**config.mk**
```make
export PLATFORM = sky130hd
export DESIGN_NAME = user_ram_arbiter_flat
export DESIGN_NICKNAME = d
export VERILOG_FILES = /design/src/rtl/user_ram_arbiter_if.sv /design/src/rtl/user_ram_arbiter.sv /design/src/flat_wrapper.sv
export SDC_FILE = /design/constraint.sdc
export NUM_CORES = 1
export LEC_CHECK = 0
export CAP_MARGIN = 20
export CORE_ASPECT_RATIO = 1.4
export CORE_MARGIN = 10
export CORE_UTILIZATION = 45
export CTS_CLUSTER_DIAMETER = 50
export DETAILED_ROUTE_END_ITERATION = 8
export PLACE_DENSITY = 0.95
export SETUP_SLACK_MARGIN = 0.5
export SYNTH_ARGS = -nofsm -noshare
export SYNTH_HDL_FRONTEND = slang
export SYNTH_SLANG_ARGS = --single-unit
```
**constraint.sdc**
```tcl
create_clock -name clk -period 2.8 [get_ports clk]
set_input_delay 0.84 -clock clk [delete_from_list [all_inputs] [get_ports clk]]
set_output_delay 0.84 -clock clk [all_outputs]
set_load 0.005 [all_outputs]
```
**src/rtl/user_ram_arbiter_if.sv**
```systemverilog
// Requester-side transaction bundle for the user RAM arbiter.
// The requester drives operands and req; the arbiter returns grant, done and read data.
interface user_ram_arbiter_if #(
  parameter int unsigned ADDR_W = 12,
  parameter int unsigned PASS_W = 16,
  parameter int unsigned CNT_W  = 4
);
  logic              req;
  logic              we;
  logic [3:0]        wmask;
  logic [ADDR_W-1:0] addr;
  logic [PASS_W-1:0] pass_wd;
  logic [CNT_W-1:0]  cnt_wd;
  logic              admin_wd;
  logic              lock_wd;
  logic              gnt;
  logic              done;
  logic [PASS_W-1:0] pass_rd;
  logic [CNT_W-1:0]  cnt_rd;
  logic              admin_rd;
  logic              lock_rd;

  modport master (
    output req, we, wmask, addr, pass_wd, cnt_wd, admin_wd, lock_wd,
    input  gnt, done, pass_rd, cnt_rd, admin_rd, lock_rd
  );

  modport slave (
    input  req, we, wmask, addr, pass_wd, cnt_wd, admin_wd, lock_wd,
    output gnt, done, pass_rd, cnt_rd, admin_rd, lock_rd
  );
endinterface

```
**src/rtl/user_ram_arbiter.sv**
```systemverilog
// Round-robin arbiter sharing the user RAM between the login FSM (port a) and the
// admin maintenance path (port b); one transaction at a time with read-latency wait.
module user_ram_arbiter #(
  parameter int unsigned ADDR_W = 12,
  parameter int unsigned PASS_W = 16,
  parameter int unsigned CNT_W  = 4,
  parameter int unsigned RD_LAT = 1
) (
  input  logic              clk,
  input  logic              rst,
  user_ram_arbiter_if.slave a,
  user_ram_arbiter_if.slave b,
  output logic              ram_cs,
  output logic              ram_pass_rw,
  output logic              ram_count_rw,
  output logic              ram_admin_rw,
  output logic              ram_lock_rw,
  output logic [ADDR_W-1:0] ram_addr,
  output logic [PASS_W-1:0] ram_pass_in,
  output logic [CNT_W-1:0]  ram_count_in,
  output logic              ram_admin_in,
  output logic              ram_lock_in,
  input  logic [PASS_W-1:0] ram_pass_out,
  input  logic [CNT_W-1:0]  ram_count_out,
  input  logic              ram_admin_out,
  input  logic              ram_lock_out
);

  localparam int unsigned WAIT_W = 3;

  typedef enum logic [1:0] {IDLE, ACCESS, WAIT, DONE} state_t;

  state_t              state_q, state_d;
  logic                owner_q, owner_d;      // 0 = port a, 1 = port b
  logic                last_gnt_q, last_gnt_d;
  logic                we_q, we_d;
  logic [WAIT_W-1:0]   wait_cnt_q, wait_cnt_d;
  logic [3:0]          rw_q, rw_d;            // {pass, count, admin, lock}

  logic                gnt_d, done_d, cap_d, cs_d;
  logic [ADDR_W-1:0]   addr_d;
  logic [PASS_W-1:0]   pass_in_d;
  logic [CNT_W-1:0]    cnt_in_d;
  logic                admin_in_d, lock_in_d;

  assign ram_pass_rw  = rw_q[3];
  assign ram_count_rw = rw_q[2];
  assign ram_admin_rw = rw_q[1];
  assign ram_lock_rw  = rw_q[0];

  // Next state plus the value every registered RAM/grant output takes in that state
  always_comb begin
    state_d    = state_q;
    owner_d    = owner_q;
    last_gnt_d = last_gnt_q;
    we_d       = we_q;
    wait_cnt_d = '0;
    gnt_d      = 1'b0;
    done_d     = 1'b0;
    cap_d      = 1'b0;
    cs_d       = 1'b0;
    rw_d       = '0;
    addr_d     = '0;
    pass_in_d  = '0;
    cnt_in_d   = '0;
    admin_in_d = 1'b0;
    lock_in_d  = 1'b0;

    case (state_q)
      IDLE: begin
        if (a.req || b.req) begin
          owner_d    = (a.req && b.req) ? ~last_gnt_q : b.req;
          last_gnt_d = owner_d;
          state_d    = ACCESS;
          gnt_d      = 1'b1;
          cs_d       = 1'b1;
          if (owner_d) begin
            we_d       = b.we;
            rw_d       = b.we ? b.wmask : 4'b0000;
            addr_d     = b.addr;
            pass_in_d  = b.pass_wd;
            cnt_in_d   = b.cnt_wd;
            admin_in_d = b.admin_wd;
            lock_in_d  = b.lock_wd;
          end else begin
            we_d       = a.we;
            rw_d       = a.we ? a.wmask : 4'b0000;
            addr_d     = a.addr;
            pass_in_d  = a.pass_wd;
            cnt_in_d   = a.cnt_wd;
            admin_in_d = a.admin_wd;
            lock_in_d  = a.lock_wd;
          end
        end
      end
      ACCESS: begin
        gnt_d = 1'b1;
        if (we_q) begin
          state_d = DONE;
          done_d  = 1'b1;
        end else begin
          state_d    = WAIT;
          cs_d       = 1'b1;
          addr_d     = ram_addr;
          pass_in_d  = ram_pass_in;
          cnt_in_d   = ram_count_in;
          admin_in_d = ram_admin_in;
          lock_in_d  = ram_lock_in;
        end
      end
      WAIT: begin
        gnt_d = 1'b1;
        if (wait_cnt_q == WAIT_W'(RD_LAT - 1)) begin
          cap_d   = 1'b1;
          state_d = DONE;
          done_d  = 1'b1;
        end else begin
          wait_cnt_d = wait_cnt_q + WAIT_W'(1);
          cs_d       = 1'b1;
          addr_d     = ram_addr;
          pass_in_d  = ram_pass_in;
          cnt_in_d   = ram_count_in;
          admin_in_d = ram_admin_in;
          lock_in_d  = ram_lock_in;
        end
      end
      DONE: begin
        state_d = IDLE;
      end
      default: begin
        state_d = IDLE;
      end
    endcase
  end

  // State, registered outputs and per-port read-data capture
  always_ff @(posedge clk) begin
    if (rst) begin
      state_q      <= IDLE;
      owner_q      <= 1'b0;
      last_gnt_q   <= 1'b1;
      we_q         <= 1'b0;
      wait_cnt_q   <= '0;
      rw_q         <= '0;
      ram_cs       <= 1'b0;
      ram_addr     <= '0;
      ram_pass_in  <= '0;
      ram_count_in <= '0;
      ram_admin_in <= 1'b0;
      ram_lock_in  <= 1'b0;
      a.gnt        <= 1'b0;
      b.gnt        <= 1'b0;
      a.done       <= 1'b0;
      b.done       <= 1'b0;
      a.pass_rd    <= '0;
      a.cnt_rd     <= '0;
      a.admin_rd   <= 1'b0;
      a.lock_rd    <= 1'b0;
      b.pass_rd    <= '0;
      b.cnt_rd     <= '0;
      b.admin_rd   <= 1'b0;
      b.lock_rd    <= 1'b0;
    end else begin
      state_q      <= state_d;
      owner_q      <= owner_d;
      last_gnt_q   <= last_gnt_d;
      we_q         <= we_d;
      wait_cnt_q   <= wait_cnt_d;
      rw_q         <= rw_d;
      ram_cs       <= cs_d;
      ram_addr     <= addr_d;
      ram_pass_in  <= pass_in_d;
      ram_count_in <= cnt_in_d;
      ram_admin_in <= admin_in_d;
      ram_lock_in  <= lock_in_d;
      a.gnt        <= gnt_d & ~owner_d;
      b.gnt        <= gnt_d & owner_d;
      a.done       <= done_d & ~owner_d;
      b.done       <= done_d & owner_d;
      if (cap_d && !owner_q) begin
        a.pass_rd  <= ram_pass_out;
        a.cnt_rd   <= ram_count_out;
        a.admin_rd <= ram_admin_out;
        a.lock_rd  <= ram_lock_out;
      end
      if (cap_d && owner_q) begin
        b.pass_rd  <= ram_pass_out;
        b.cnt_rd   <= ram_count_out;
        b.admin_rd <= ram_admin_out;
        b.lock_rd  <= ram_lock_out;
      end
    end
  end

endmodule

```
**src/flat_wrapper.sv**
```systemverilog
// flat-port wrapper written by rule: the top's interface ports become plain ports
module user_ram_arbiter_flat 
#(
  parameter int unsigned ADDR_W = 12,
  parameter int unsigned PASS_W = 16,
  parameter int unsigned CNT_W  = 4,
  parameter int unsigned RD_LAT = 1
)
  (clk, rst, ram_cs, ram_pass_rw, ram_count_rw, ram_admin_rw, ram_lock_rw, ram_addr, ram_pass_in, ram_count_in, ram_admin_in, ram_lock_in, ram_pass_out, ram_count_out, ram_admin_out, ram_lock_out, a_req, a_we, a_wmask, a_addr, a_pass_wd, a_cnt_wd, a_admin_wd, a_lock_wd, a_gnt, a_done, a_pass_rd, a_cnt_rd, a_admin_rd, a_lock_rd, b_req, b_we, b_wmask, b_addr, b_pass_wd, b_cnt_wd, b_admin_wd, b_lock_wd, b_gnt, b_done, b_pass_rd, b_cnt_rd, b_admin_rd, b_lock_rd);
  user_ram_arbiter_if #(.ADDR_W(ADDR_W), .PASS_W(PASS_W), .CNT_W(CNT_W)) a_i ();
  user_ram_arbiter_if #(.ADDR_W(ADDR_W), .PASS_W(PASS_W), .CNT_W(CNT_W)) b_i ();
  input  logic clk;
  input  logic rst;
  output logic ram_cs;
  output logic ram_pass_rw;
  output logic ram_count_rw;
  output logic ram_admin_rw;
  output logic ram_lock_rw;
  output logic [ADDR_W-1:0] ram_addr;
  output logic [PASS_W-1:0] ram_pass_in;
  output logic [CNT_W-1:0] ram_count_in;
  output logic ram_admin_in;
  output logic ram_lock_in;
  input  logic [PASS_W-1:0] ram_pass_out;
  input  logic [CNT_W-1:0] ram_count_out;
  input  logic ram_admin_out;
  input  logic ram_lock_out;
  input wire logic [$bits(a_i.req)-1:0] a_req;
  input wire logic [$bits(a_i.we)-1:0] a_we;
  input wire logic [$bits(a_i.wmask)-1:0] a_wmask;
  input wire logic [$bits(a_i.addr)-1:0] a_addr;
  input wire logic [$bits(a_i.pass_wd)-1:0] a_pass_wd;
  input wire logic [$bits(a_i.cnt_wd)-1:0] a_cnt_wd;
  input wire logic [$bits(a_i.admin_wd)-1:0] a_admin_wd;
  input wire logic [$bits(a_i.lock_wd)-1:0] a_lock_wd;
  output wire logic [$bits(a_i.gnt)-1:0] a_gnt;
  output wire logic [$bits(a_i.done)-1:0] a_done;
  output wire logic [$bits(a_i.pass_rd)-1:0] a_pass_rd;
  output wire logic [$bits(a_i.cnt_rd)-1:0] a_cnt_rd;
  output wire logic [$bits(a_i.admin_rd)-1:0] a_admin_rd;
  output wire logic [$bits(a_i.lock_rd)-1:0] a_lock_rd;
  input wire logic [$bits(b_i.req)-1:0] b_req;
  input wire logic [$bits(b_i.we)-1:0] b_we;
  input wire logic [$bits(b_i.wmask)-1:0] b_wmask;
  input wire logic [$bits(b_i.addr)-1:0] b_addr;
  input wire logic [$bits(b_i.pass_wd)-1:0] b_pass_wd;
  input wire logic [$bits(b_i.cnt_wd)-1:0] b_cnt_wd;
  input wire logic [$bits(b_i.admin_wd)-1:0] b_admin_wd;
  input wire logic [$bits(b_i.lock_wd)-1:0] b_lock_wd;
  output wire logic [$bits(b_i.gnt)-1:0] b_gnt;
  output wire logic [$bits(b_i.done)-1:0] b_done;
  output wire logic [$bits(b_i.pass_rd)-1:0] b_pass_rd;
  output wire logic [$bits(b_i.cnt_rd)-1:0] b_cnt_rd;
  output wire logic [$bits(b_i.admin_rd)-1:0] b_admin_rd;
  output wire logic [$bits(b_i.lock_rd)-1:0] b_lock_rd;
  assign a_i.req = a_req;
  assign a_i.we = a_we;
  assign a_i.wmask = a_wmask;
  assign a_i.addr = a_addr;
  assign a_i.pass_wd = a_pass_wd;
  assign a_i.cnt_wd = a_cnt_wd;
  assign a_i.admin_wd = a_admin_wd;
  assign a_i.lock_wd = a_lock_wd;
  assign a_gnt = a_i.gnt;
  assign a_done = a_i.done;
  assign a_pass_rd = a_i.pass_rd;
  assign a_cnt_rd = a_i.cnt_rd;
  assign a_admin_rd = a_i.admin_rd;
  assign a_lock_rd = a_i.lock_rd;
  assign b_i.req = b_req;
  assign b_i.we = b_we;
  assign b_i.wmask = b_wmask;
  assign b_i.addr = b_addr;
  assign b_i.pass_wd = b_pass_wd;
  assign b_i.cnt_wd = b_cnt_wd;
  assign b_i.admin_wd = b_admin_wd;
  assign b_i.lock_wd = b_lock_wd;
  assign b_gnt = b_i.gnt;
  assign b_done = b_i.done;
  assign b_pass_rd = b_i.pass_rd;
  assign b_cnt_rd = b_i.cnt_rd;
  assign b_admin_rd = b_i.admin_rd;
  assign b_lock_rd = b_i.lock_rd;
  user_ram_arbiter #(.ADDR_W(ADDR_W), .PASS_W(PASS_W), .CNT_W(CNT_W), .RD_LAT(RD_LAT)) u_core (.clk(clk), .rst(rst), .a(a_i), .b(b_i), .ram_cs(ram_cs), .ram_pass_rw(ram_pass_rw), .ram_count_rw(ram_count_rw), .ram_admin_rw(ram_admin_rw), .ram_lock_rw(ram_lock_rw), .ram_addr(ram_addr), .ram_pass_in(ram_pass_in), .ram_count_in(ram_count_in), .ram_admin_in(ram_admin_in), .ram_lock_in(ram_lock_in), .ram_pass_out(ram_pass_out), .ram_count_out(ram_count_out), .ram_admin_out(ram_admin_out), .ram_lock_out(ram_lock_out));
endmodule
```
**Word-level counts from Yosys, hierarchy flattened**

Index checks and enable logic that the tools add are counted.

- Flip-flop bits (word level): 95
- Input bits: 104
- Output and inout port bits: 87
- Word-level logic and storage cells: 96

- $add $sub $neg: 1
- Eq/ne operators: 6
- Muxes and demuxes: 43
- Bitwise logic cells: 9
- Reduce and logical (&&, ||, !) cells: 13

Operators by type and width:

| operator | count |
|---|---|
| $mux W16 | 4 |
| $mux W12 | 4 |
| $pmux W16 S3 | 1 |
| $pmux W12 S3 | 1 |
| $mux W4 | 7 |
| $mux W1 | 17 |
| $pmux W4 S3 | 1 |
| $pmux W1 S3 | 3 |
| $pmux W2 S4 | 1 |
| $ne A2 B1 Y1 const B | 3 |
| $reduce_and A2 Y1 | 3 |
| $reduce_or A3 Y1 | 2 |
| $not A1 Y1 | 5 |
| $and A1 B1 Y1 | 4 |
| $eq A2 B2 Y1 const B | 2 |
| $mux W2 | 2 |
| $pmux W1 S2 | 2 |
| $add A3 B1 Y3 const B | 1 |
| $logic_and A1 B1 Y1 | 3 |
| $logic_not A3 Y1 | 1 |
| $eq A2 B1 Y1 const B | 1 |
| $logic_not A2 Y1 | 1 |
| $reduce_or A2 Y1 | 1 |
| $logic_not A1 Y1 | 1 |
| $logic_or A1 B1 Y1 | 1 |

**Longest topological paths before layout**

- Word-level depth: 6
- Mapped depth: 8
- Gate-level depth less buffers: 6

**Worst setup path before layout**

OpenSTA, ideal clock, no wires.

- Path type: input to register
- Start: input b_req
- End: register u_core.ram_addr[10]
- Library setup time: 140 ps
- Arrival: 1755 ps
- Required time: 2660 ps
- Slack: 905 ps
- Stages on the path: 7
- Buffers on the path: 3
- Path through: buf_2 -> o21a_2 -> nand2b_2 -> nand2b_4 -> buf_6 -> buf_12 -> o32ai_2

- Word-level cells in the longest chain between the ends: 5
- Elaborated cells on any way between the ends: 6
- Those cells by class: mux: 4; reduce/logical: 2

RTL lines:

| what | line | RTL |
|---|---|---|
| from (decl) | flat_wrapper.sv:42 | `input wire logic [$bits(b_i.req)-1:0] b_req;` |
| $logic_and A1 B1 Y1 | user_ram_arbiter.sv:72 | `owner_d = (a.req && b.req) ? ~last_gnt_q : b.req;` |
| $mux W1 | user_ram_arbiter.sv:72 |  |
| $mux W12 | user_ram_arbiter.sv:77 | `if (owner_d) begin` |
| $mux W12 (*) | user_ram_arbiter.sv:71 | `if (a.req \|\| b.req) begin` |
| $pmux W12 S3 (*) | user_ram_arbiter.sv:69 | `case (state_q)` |
| to (signal assigned) | user_ram_arbiter.sv:171 | `ram_addr <= addr_d;` |
| to (decl) | user_ram_arbiter.sv:18 | `output logic [ADDR_W-1:0] ram_addr,` |

Mark *: on every way between the ends. The rest lies on a longest branch, timed or not.
A chain may end at the register's enable or synchronous reset.

**Final worst setup path**

- Start: input b_req
- End: register u_core.ram_addr[7]

Same word-level chain as after synthesis.

==> flow_summary.toml <==
[logic_synthesis]
netlist_instances = 431
synth_fp_nets = 542
yosysSeqAreaShare_pct = 46.26
synthFlopType = "dfxtp_1"
synth-edff-count = 0
synth_cell_types = 34
synthArstFlopShare_pct = 0
avgSynthCellArea_sq_um = 9.539
synth-seq-cells = 95
ys_warn_count = 0
synth_area_sq_um = 4111

[final_layout]
area_growth_pct = 55.72
num_antenna_cells = 0
fin_util_pct = 71.32
instances_no_fill = 722
drive_gt1_share_pct = 9.756
final_common_cell = "clkdlybuf4s50_1"
fillCellCount = 648
nNetsFinal = 721
final_area_sq_um = 6402
mostFrequentLayoutCells = "189 x clkdlybuf4s50_1, 96 x nand2_1, 95 x dfxtp_1"

[placement]
pre_cts_ws_ps = 276.7
dp_hpwl_um = 9867
place_inst = 705
port-buffer-count = 190
place_area_sq_um = 6032
gp_congestion = 0.8192

[floorplan]
start_util_pct = 45.80
dieArea_sq_um = 13410
ioPinCount = 191
core_region_area_sq_um = 8977
die_width_um = 100.8
die_height_um = 133.1
rows = 41

[setup_path]
cp_max_fo = 28
startpoint_type = "primary input"
crit_arrival_ps = 2350
crit_type = "in -> reg"
end_kind = "flop"
required_ps = 3000

[grt]
grt_pass1_wl_um = 19900
antenna_found_initial = 0
grtUsageTotal_pct = 18.04
overflow = 0
grt_pass1_vias = 4024
grt_start_max_net_pins = 89

[detailed_routing]
vias_per_cell = 5.263
wl_per_cell_um = 17.72
vias = 3800
dr.pass1.iters = 4
drtIter0Drc = 111
wirelength_um = 12790
drc_errors = 0
ant_nets = 0

[pwr]
totalPowerFinal_mw = 4.704
power_density_nw_per_um2 = 734.7
leakagePower_nw = 2.370
vdd_drop_max_mv = 0.6231

[timing]
tns_ps = 0
setup-violations-final = 0
worst_slack_ps = 648.5
drv_slew = 0
skew_ps = 8.915
worst_slew_pin_slew_ps = 774.5
holdWs_ps = 455.1
timing.final.crit_period_ps = 2152
rsz0062_at_grt = "no"
period_share_pct = 76.84
max_freq_mhz = 464.8
hold_violations = 0
slew-limit-headroom_pct = 48.36

[clock_tree]
cts.htree.levels = 3
cts.sinks = 95
hold_buffers = 0
cts-root-buf = "clkbuf_16"
cts_setup_buffers = 0
cts_tree = "built"
cts_buffers = 9
clk_pin_slew_ps = 70
cts_resized = 0
clockBufferDepth = 2
clk_latency_ps = 330

[run]
cap_violations = 0

[min_path]
hold_class = "reg -> reg"

[run_status]
status = "completed"
[kinds of logic (layout without fill, tap and decap cells)]
group / count (synthesis) / in the layout / share of synthesized area, %
AND/OR/NAND/NOR: 131 / 131 / 13.51
flip-flops: 95 / 95 / 46.26
multiplexers: 35 / 35 / 8.521
AO/OA/AOI/OAI: 93 / 93 / 20.82
adder cells (fa/ha/maj): 7 / 7 / 2.130
buffers and inverters: 69 / 253 / 8.551
XOR/XNOR: 1 / 1 / 0.2131
[area by class of cell]
class / instances / area, sq um / share of cell area, %
Tap cell: 107 / 133.9 / 2.091
Clock buffer: 10 / 229.0 / 3.576
Timing Repair Buffer: 198 / 2014 / 31.46
Sequential cell: 95 / 1902 / 29.70
Clock inverter: 6 / 116.4 / 1.817
Inverter: 39 / 146.4 / 2.286
Multi-Input combinational cell: 267 / 1861 / 29.06
[metal layers]
| layer | part of all wire [%] | track usage [%] |
|---|---|---|
| met2 | 51 | 31.10 |
| met1 | 35 | 18.31 |
| met5 | 0 | 0 |
| met3 | 11 | 7.246 |
| met4 | 2.9 | 8.425 |
[state kept, by name, summed over array words and instances (netlist names), 3 cells and up]
signal,count
u_core.a.pass_rd,16
u_core.b.pass_rd,16
u_core.ram_pass_in,16
u_core.ram_addr,12
u_core.a.cnt_rd,4
u_core.b.cnt_rd,4
u_core.ram_count_in,4
u_core.rw_q,4
u_core.wait_cnt_q,3
[critical path, stage by stage]
cell	delay, ps
clkdlybuf4s50_1	530
o21a_2	300
nand2b_2	110
nand2b_4	210
buf_12	220
o32ai_2	120
[final timing paths]
| kind | startpoint | endpoint | slack (ps) | cells past startpoint |
|---|---|---|---|---|
| max reg2reg | u_core.state_q[0]$_SDFFE_PP0P_ | u_core.b.lock_rd$_SDFFE_PP0P_ | 750 | 6 |
| min | u_core.b.admin_rd$_SDFFE_PP0P_ | u_core.b.admin_rd$_SDFFE_PP0P_ | 460 | 2 |
| min reg2reg | u_core.b.admin_rd$_SDFFE_PP0P_ | u_core.b.admin_rd$_SDFFE_PP0P_ | 460 | 2 |
| max | b_req | u_core.ram_addr[7]$_SDFFE_PP0P_ | 650 | 6 |
[where the power goes]
group | total (mW) | switching (mW) | internal, mW
clock network | 1.39 | 0.514 | 0.879
registers | 1.71 | 0.132 | 1.58
logic | 1.60 | 0.775 | 0.822
total | 4.70 | 1.42 | 3.28
[Yosys cell counts (4+ instances only)]
cell / instances / area (sq um)
nand3_1: 8 / 40.04
nor2_1: 12 / 45.04
clkbuf_1: 8 / 30.03
o32ai_2: 30 / 488.0
dfxtp_1: 95 / 1902
mux2i_1: 35 / 350.3
nand2_1: 97 / 364.1
inv_1: 39 / 146.4
a21oi_1: 49 / 245.2
ha_1: 7 / 87.58
o32ai_1: 4 / 35.03
buf_2: 14 / 70.07
(Power assumes the default switching activity.)
